File: config.mk
export PLATFORM = sky130hd
export DESIGN_NAME = tdm_demux_4ch
export DESIGN_NICKNAME = d
export VERILOG_FILES = /design/src/rtl/tdm_pkg.sv /design/src/rtl/tdm_slot_ctr.sv /design/src/rtl/tdm_demux_4ch.sv
export SDC_FILE = /design/constraint.sdc
export NUM_CORES = 1
export LEC_CHECK = 0
export BUFFER_PORTS_ARGS = -buffer_cell sky130_fd_sc_hd__buf_2
export CORE_AREA = 4 4 41 43
export CTS_BUF_LIST = sky130_fd_sc_hd__clkbuf_4 sky130_fd_sc_hd__clkbuf_8 sky130_fd_sc_hd__clkbuf_16
export DETAILED_ROUTE_END_ITERATION = 10
export DIE_AREA = 0 0 45 47
export GPL_TIMING_DRIVEN = 0
export PLACE_DENSITY = 0.65
export SYNTH_ARGS = -nofsm -noshare
export SYNTH_HDL_FRONTEND = slang
export SYNTH_SLANG_ARGS = --single-unit
File: constraint.sdc
create_clock -name clk -period 2.1 [get_ports clk]
set_input_delay 0.105 -clock clk [delete_from_list [all_inputs] [get_ports clk]]
set_output_delay 0.105 -clock clk [all_outputs]
set_load 0.05 [all_outputs]
File: src/rtl/tdm_pkg.sv
// Shared definitions for the 4-slot TDM receive path: FSM encoding, slot count
// and slot index codes matching the transmit mux select.
package tdm_pkg;

    typedef enum logic {
        HUNT   = 1'b0,
        LOCKED = 1'b1
    } tdm_state_e;

    localparam int TDM_SLOTS = 4;

    localparam logic [1:0] SLOT_A = 2'd0;
    localparam logic [1:0] SLOT_B = 2'd1;
    localparam logic [1:0] SLOT_C = 2'd2;
    localparam logic [1:0] SLOT_D = 2'd3;

endpackage

File: src/rtl/tdm_slot_ctr.sv
// 2-bit wrapping slot counter: load-to-1 when a sync word is taken as slot 0,
// advance on each in-frame word, hold otherwise.
module tdm_slot_ctr
    import tdm_pkg::*;
(
    input  logic       clk,
    input  logic       rst_n,
    input  logic       load_i,
    input  logic       adv_i,
    output logic [1:0] slot_o
);

    logic [1:0] slot_q;
    logic [1:0] slot_d;

    always_comb begin
        slot_d = slot_q;
        if (load_i) begin
            slot_d = SLOT_B;
        end else if (adv_i) begin
            slot_d = slot_q + 2'd1;
        end
    end

    // NOTE: state registers use non-blocking assignments so every flop samples
    // pre-edge values; blocking here would create order-dependent simulation.
    always_ff @(posedge clk or negedge rst_n) begin
        if (!rst_n) begin
            slot_q <= SLOT_A;
        end else begin
            slot_q <= slot_d;
        end
    end

    assign slot_o = slot_q;

endmodule

File: src/rtl/tdm_demux_4ch.sv
// 4-slot TDM demultiplexer: locks on sync, collects a frame in shadow registers
// and commits all four channels at once. Optional error counter: TDM_DEMUX_ERRCNT_EN.
module tdm_demux_4ch
    import tdm_pkg::*;
#(
    parameter int WIDTH = 1
) (
    input  logic             clk,
    input  logic             rst_n,
    input  logic [WIDTH-1:0] din,
    input  logic             din_valid,
    input  logic             sync,
    output logic [WIDTH-1:0] out_a,
    output logic [WIDTH-1:0] out_b,
    output logic [WIDTH-1:0] out_c,
    output logic [WIDTH-1:0] out_d,
    output logic             frame_valid,
    output logic [1:0]       slot,
    output logic             locked,
    output logic             sync_err
`ifdef TDM_DEMUX_ERRCNT_EN
    ,
    output logic [7:0]       err_cnt
`endif
);

    tdm_state_e       state_q;
    tdm_state_e       state_d;
    logic [1:0]       slot_w;
    logic [WIDTH-1:0] shadow_q [0:TDM_SLOTS-2];
    logic [WIDTH-1:0] out_a_q, out_b_q, out_c_q, out_d_q;
    logic             frame_valid_q;
    logic             sync_err_q;

    logic is_locked;
    logic at_slot0;
    logic take_first;
    logic advance;
    logic commit;
    logic early_sync;
    logic missing_sync;

    assign is_locked    = (state_q == LOCKED);
    assign at_slot0     = (slot_w == SLOT_A);
    // A sync word always restarts the frame, whether hunting or re-aligning.
    assign take_first   = din_valid & sync;
    assign advance      = din_valid & is_locked & ~sync & ~at_slot0;
    assign commit       = advance & (slot_w == SLOT_D);
    assign early_sync   = din_valid & is_locked & sync & ~at_slot0;
    assign missing_sync = din_valid & is_locked & ~sync & at_slot0;

    tdm_slot_ctr u_slot_ctr (
        .clk    (clk),
        .rst_n  (rst_n),
        .load_i (take_first),
        .adv_i  (advance),
        .slot_o (slot_w)
    );

    always_comb begin
        state_d = state_q;
        if (take_first) begin
            state_d = LOCKED;
        end else if (missing_sync) begin
            state_d = HUNT;
        end
    end

    // NOTE: the shadow registers are explicitly reset so a fresh lock never
    // exposes stale words; this is a tiny register file, not a RAM macro.
    always_ff @(posedge clk or negedge rst_n) begin
        if (!rst_n) begin
            state_q       <= HUNT;
            shadow_q[0]   <= '0;
            shadow_q[1]   <= '0;
            shadow_q[2]   <= '0;
            out_a_q       <= '0;
            out_b_q       <= '0;
            out_c_q       <= '0;
            out_d_q       <= '0;
            frame_valid_q <= 1'b0;
            sync_err_q    <= 1'b0;
        end else begin
            state_q       <= state_d;
            frame_valid_q <= commit;
            sync_err_q    <= early_sync | missing_sync;
            if (take_first) begin
                shadow_q[0] <= din;
            end else if (advance) begin
                case (slot_w)
                    SLOT_B:  shadow_q[1] <= din;
                    SLOT_C:  shadow_q[2] <= din;
                    default: ;
                endcase
            end
            if (commit) begin
                out_a_q <= shadow_q[0];
                out_b_q <= shadow_q[1];
                out_c_q <= shadow_q[2];
                out_d_q <= din;
            end
        end
    end

`ifdef TDM_DEMUX_ERRCNT_EN
    logic [7:0] err_cnt_q;
    logic [7:0] err_cnt_d;

    always_comb begin
        err_cnt_d = err_cnt_q;
        if ((early_sync | missing_sync) && (err_cnt_q != 8'hFF)) begin
            err_cnt_d = err_cnt_q + 8'd1;
        end
    end

    always_ff @(posedge clk or negedge rst_n) begin
        if (!rst_n) begin
            err_cnt_q <= '0;
        end else begin
            err_cnt_q <= err_cnt_d;
        end
    end

    assign err_cnt = err_cnt_q;
`endif

    assign out_a       = out_a_q;
    assign out_b       = out_b_q;
    assign out_c       = out_c_q;
    assign out_d       = out_d_q;
    assign frame_valid = frame_valid_q;
    assign slot        = slot_w;
    assign locked      = is_locked;
    assign sync_err    = sync_err_q;

endmodule
---- Word level (Yosys, flattened, before mapping) ----
Index checks and enable logic that the tools add are counted.
operators by class
  add/sub/neg operators ................... 1
  equality and inequality tests ........... 3
  multiplexer cells ....................... 4
  bitwise gates (word level) .............. 12
  reductions and logical operators ........ 5
operators by type and width
  operator               number
  $and A1 B1 Y1          8
  $reduce_and A3 Y1      2
  $eq A2 B2 Y1 const B   2
  $mux W2                2
  $reduce_bool A2 Y1     2
  $not A1 Y1             3
  $add A2 B1 Y2 const B  1
  $eq A2 B1 Y1 const B   1
  $logic_not A2 Y1       1
  $mux W1                2
  $or A1 B1 Y1           1
word-level totals
  register bits after elaboration ......... 12
  input bits .............................. 5
  output and inout port bits .............. 9
  word-level logic and storage cells ...... 36

---- Depth between registers and ports, before layout ----
  depth after elaboration ................. 5
  depth in mapped cells ................... 5
  depth with buffers taken out ............ 5

---- By module ----
Synthesis repeated with hierarchy kept, for this count alone.
second synthesis, totals
  cells, all modules ...................... 37
  area total of the unflattened synthesis .. 531.8 um^2
by module, submodules not included
  module         times used  cells each  area each (um^2)
  tdm_demux_4ch  1           29          431.7
  tdm_slot_ctr   1           8           100.1

---- Worst setup path after synthesis ----
OpenSTA, ideal clock, no wires.
  path type ............................... register -> register
  from .................................... reg u_slot_ctr.slot_q[0], in the netlist u_slot_ctr.slot_o[0]
  to ...................................... reg out_a_q, in the netlist out_a
  library setup time ...................... 0.125 ns
  arrival time ............................ 1.779 ns
  path slack .............................. 0.196 ns
  stages on the path, launching flop included .. 6
  cells stage by stage .................... dfrtp_1 inv_1 ha_1 and4bb_4 nand2_4 mux2_4
between the ends
  longest elaborated chain between the ends .. 4
  elaborated cells on any way between the ends .. 5
  classes of those cells .................. eq/ne (1); bitwise (3); reduce/logical (1)
ends and longest elaborated chain
  element                 line                 text
  from (decl)             tdm_slot_ctr.sv:13   logic [1:0] slot_q;
  from (signal assigned)  tdm_slot_ctr.sv:31   slot_q <= slot_d;
  $logic_not A2 Y1        tdm_demux_4ch.sv:44  assign at_slot0 = (slot_w == SLOT_A);
  $not A1 Y1              tdm_demux_4ch.sv:47  assign advance = din_valid & is_locked & ~sync & ~at_slot0;
  $and A1 B1 Y1           tdm_demux_4ch.sv:47
  $and A1 B1 Y1 (*)       tdm_demux_4ch.sv:48  assign commit = advance & (slot_w == SLOT_D);
  to (signal assigned)    tdm_demux_4ch.sv:97  out_a_q <= shadow_q[0];
  to (decl)               tdm_demux_4ch.sv:31  logic [WIDTH-1:0] out_a_q, out_b_q, out_c_q, out_d_q;
Mark *: on every way between the ends. The rest lies on a longest branch, timed or not.
A chain may end at the register's enable or synchronous reset.

---- Worst setup path in the final report ----
Ends and elaborated chain as after synthesis.

==> impl_table.tex <==
\begin{tabular}{lr}
\hline
Metric & Value \\
\hline
\multicolumn{2}{l}{\textbf{Placement}} \\
DP Cell Count & 68 \\
Pre-CTS setup slack & 0.450 ns \\
Placer Congestion & between 0.6 and 0.7 \\
IO buf count & 13 \\
Post-detailed-placement half-perimeter wirelength & 674 microns \\
\multicolumn{2}{l}{\textbf{Die}} \\
Die area & 2120 sq um \\
Horiz. Die Dim & 45 microns \\
Number of placed I/O pins & 14 \\
Area of the placeable core & 1300 sq um \\
Initial cell density of the core & 0.429 \\
Die Ht & 47 microns \\
Number of placement rows & 13 \\
\multicolumn{2}{l}{\textbf{Outcome}} \\
Run status & complete, no violations \\
\multicolumn{2}{l}{\textbf{Drt}} \\
First DRT Iteration DRCs & 0 \\
Via total after detailed routing & 345 \\
Drc violations & 0 \\
Routed wire length & 879 microns \\
DR pass1 iterations & 1 \\
Ratio of routed vias to standard cells & around 4.7 \\
Average wire length per cell after detail routing & 12.0 microns \\
ANT nets after route & 0 \\
\multicolumn{2}{l}{\textbf{Clock network}} \\
H-tree levels & 1 \\
Maximum root-to-sink buffer count & 2 \\
\# resized after CTS & 0 \\
Clock tree from TritonCTS & yes \\
Clock latency on the worst-skew pair & 0.27 ns \\
Number of setup buffers added after CTS & 0 \\
Clock slew seen by the registers of the worst setup and hold paths & 0.07 ns \\
Hold bufs inserted after CTS & 1 \\
Num CTS Buffers & 3 \\
Clock root buffer master & clkbuf\_4 \\
Total clock sinks & 12 \\
\multicolumn{2}{l}{\textbf{Pwr}} \\
Sw Ratio & 0.453 \\
Static Leak & 0.000384 uW \\
PD cells & 1610 nW/um\^{}2 \\
Clk pwr share & 0.163 \\
Fraction of power consumed by sequential logic & 0.345 \\
Power, Total & 1110 uW \\
Switching power of the nets & 500 uW \\
Maximum VDD drop & 711 uV \\
Share of power burned in combinational logic & 0.492 \\
Int Power & 605 uW \\
\multicolumn{2}{l}{\textbf{Logic synthesis}} \\
Synthesized-area fraction occupied by and/or/nand/nor cells & 0.119 \\
Total of flip-flops plus latches after synthesis & 12 \\
Synth async-reset ratio & 1.00 \\
Count of yosys warnings during synthesis & 0 \\
Top cell type by total area after synthesis & dfrtp\_1 \\
Area share of fa/ha/maj cells after synthesis & 0.0897 \\
Top cells by area in the synthesized netlist & dfrtp\_1 (54\%), mux2\_4 (13\%), ha\_1 (9.0\%) \\
Gate count of the mapped netlist & 40 \\
Dominant cell by count in the synthesized netlist & dfrtp\_1 \\
Multiplexer fraction of the synthesized cell area & 0.175 \\
Avg Synthesized Cell Area & 14.0 sq um \\
Synth Area in XOR/XNOR & 0.0314 \\
Dominant synthesized flop cell & dfrtp\_1 \\
Count of flip-flops with a built-in enable after synthesis & 0 \\
Post-synthesis compound-gate area fraction & 0.0269 \\
Leading cell types by count after synthesis & dfrtp\_1 (12), nand2\_1 (6), mux2\_4 (5) \\
Post-synth net total & 49 \\
Count of different cell masters after synthesis & 15 \\
Dominant combinational cell family by area after synthesis & multiplexers \\
Post-synthesis sequential area ratio & 0.538 \\
Total standard cell area after synthesis & 558 sq um \\
Share of the synthesized area in the top cell type & 0.538 \\
\multicolumn{2}{l}{\textbf{Critical path}} \\
CP endpoint kind & flop \\
Worst EP arrival & 1.81 ns \\
Type of the worst setup path & flop to flop \\
Startpoint type of the worst setup path & flop \\
Maximum fanout along the worst path & 6 \\
WP data required & roughly 2.3 ns \\
\multicolumn{2}{l}{\textbf{Global route}} \\
Initial antenna violation count & 0 \\
Pin count of the biggest net entering global routing & 13 \\
Overall track demand over capacity in global routing & 0.102 \\
Wire length of the first global-routing pass & about 1500 microns \\
Vias in the first global route & 354 \\
Sum of overflow across all layers after global routing & 0 \\
\multicolumn{2}{l}{\textbf{Layout}} \\
Combined area of the multi-input logic cells & 246 sq um \\
Diodes inserted & 0 \\
Area growth from synthesis to layout & 23.3\% \\
Number of fill cells in the layout & 119 \\
Share of layout cells above drive strength 1 & 0.466 \\
Sequential Area & 300 sq um \\
Post-layout net count & 68 \\
Fin cells & 73 \\
\multicolumn{2}{l}{\textbf{Timing}} \\
Worst Skew & 0.00127 ns \\
Unrepaired setup endpoints after global routing & no \\
Slew Viols, Final & 0 \\
Final period utilization & 0.787 \\
Slew Limit Headroom & 0.820 \\
Fmax & 605 MHz \\
Transition time at the pin with the least slew margin & 0.270 ns \\
Clock period minus final worst setup slack & about 1.7 ns \\
Sum Neg Setup Slack & 0 ns \\
Final number of hold-violating endpoints & 0 \\
Worst setup slack after layout & 0.448 ns \\
Setup Viol. Count Final & 0 \\
\multicolumn{2}{l}{\textbf{Min path}} \\
Class of the tightest hold or removal check & input port to flop \\
\multicolumn{2}{l}{\textbf{Run}} \\
Number of max-capacitance violations reported & 0 \\
\hline
\end{tabular}
==> placed cells by master, fill, tap and decap left out, drive strengths merged <==
cell	Yosys	final
o21ai	1	1
xor2	1	1
nand2	7	7
nand3	1	1
clkbuf	0	4
dlygate4sd3	0	1
ha	4	4
and4bb	1	1
xnor2	1	1
dfrtp	12	12
and3	1	1
inv	3	3
buf	0	13
a22o	1	1
mux2	7	7
==> final timing paths <==
check | startpoint | end | slack, ns | cells past startpoint
worst max register to register | u_slot_ctr.slot_o[0] | out_a | 0.45 | 5
worst min-delay path | din | shadow_q[1] | 0.1 | 2
max in group asynchronous | rst_n | shadow_q[1] | 1.65 | 2
worst min register to register | shadow_q[1] | shadow_q[1] | 0.49 | 1
worst max-delay path | u_slot_ctr.slot_o[0] | out_a | 0.45 | 5
min in group asynchronous | rst_n | out_c | 0.24 | 2
==> worst max-delay path, cell delays in order (launching register included) <==
cell and delay [ns]:
dfrtp_1 0.43, inv_1 0.09, ha_1 0.24, and4bb_4 0.38, nand2_4 0.10, mux2_4 0.30
==> power groups by stage <==
stage                     sequential, uW  combinational [uW]  clock, uW
after global routing                 395                 576        200
after CTS                            384                 550        187
final                                382                 544        180
after detailed placement             389                 546          0
after global placement               382                 541          0
after floorplan                      629                 188          0
==> kinds of logic after synthesis <==
group | count (synthesis)
AOI/OAI and AO/OA | 2
xor gates and xnor gates | 2
adders and majority gates | 4
buffers and inverters | 3
DFF | 12
muxes | 7
and+or+nand+nor | 10
==> per-stage QoR <==
stage,util,cell area [sq um],hold slack [ns]
6_report,0.529,688,0.0977
4_1_cts,0.529,688,0.0955
3_3_place_gp,0.493,642,-0.00441
3_5_place_dp,0.493,642,-0.00305
2_1_floorplan,-,558,-0.191
5_1_grt,0.529,688,0.0900
==> layout make-up <==
cell class	count	share of cell area
tap	15	0.0273
inverter	3	0.0164
multi-input combinational	25	0.358
timing repair buffer	14	0.109
sequential	12	0.436
clock buffer	4	0.0527
==> sequential cells by signal, summed over array words and instances, names as in the netlist <==
name and cells:
out_b 1, out_c 1, frame_valid 1, u_slot_ctr.slot_o 2, locked 1, out_a 1
sync_err 1, shadow_q 3, out_d 1
==> layer usage <==
| layer | track usage | wire [microns] | vias to the layer above |
|---|---|---|---|
| met4 | 0.0351 | 0 | 0 |
| met5 | 0 | 0 | - |
| li1 | - | - | 170 |
| met2 | 0.172 | 421 | 16 |
| met1 | 0.106 | 362 | 159 |
| met3 | 0.0575 | 95 | 0 |
Note: power is estimated with default switching activity, not from simulation.
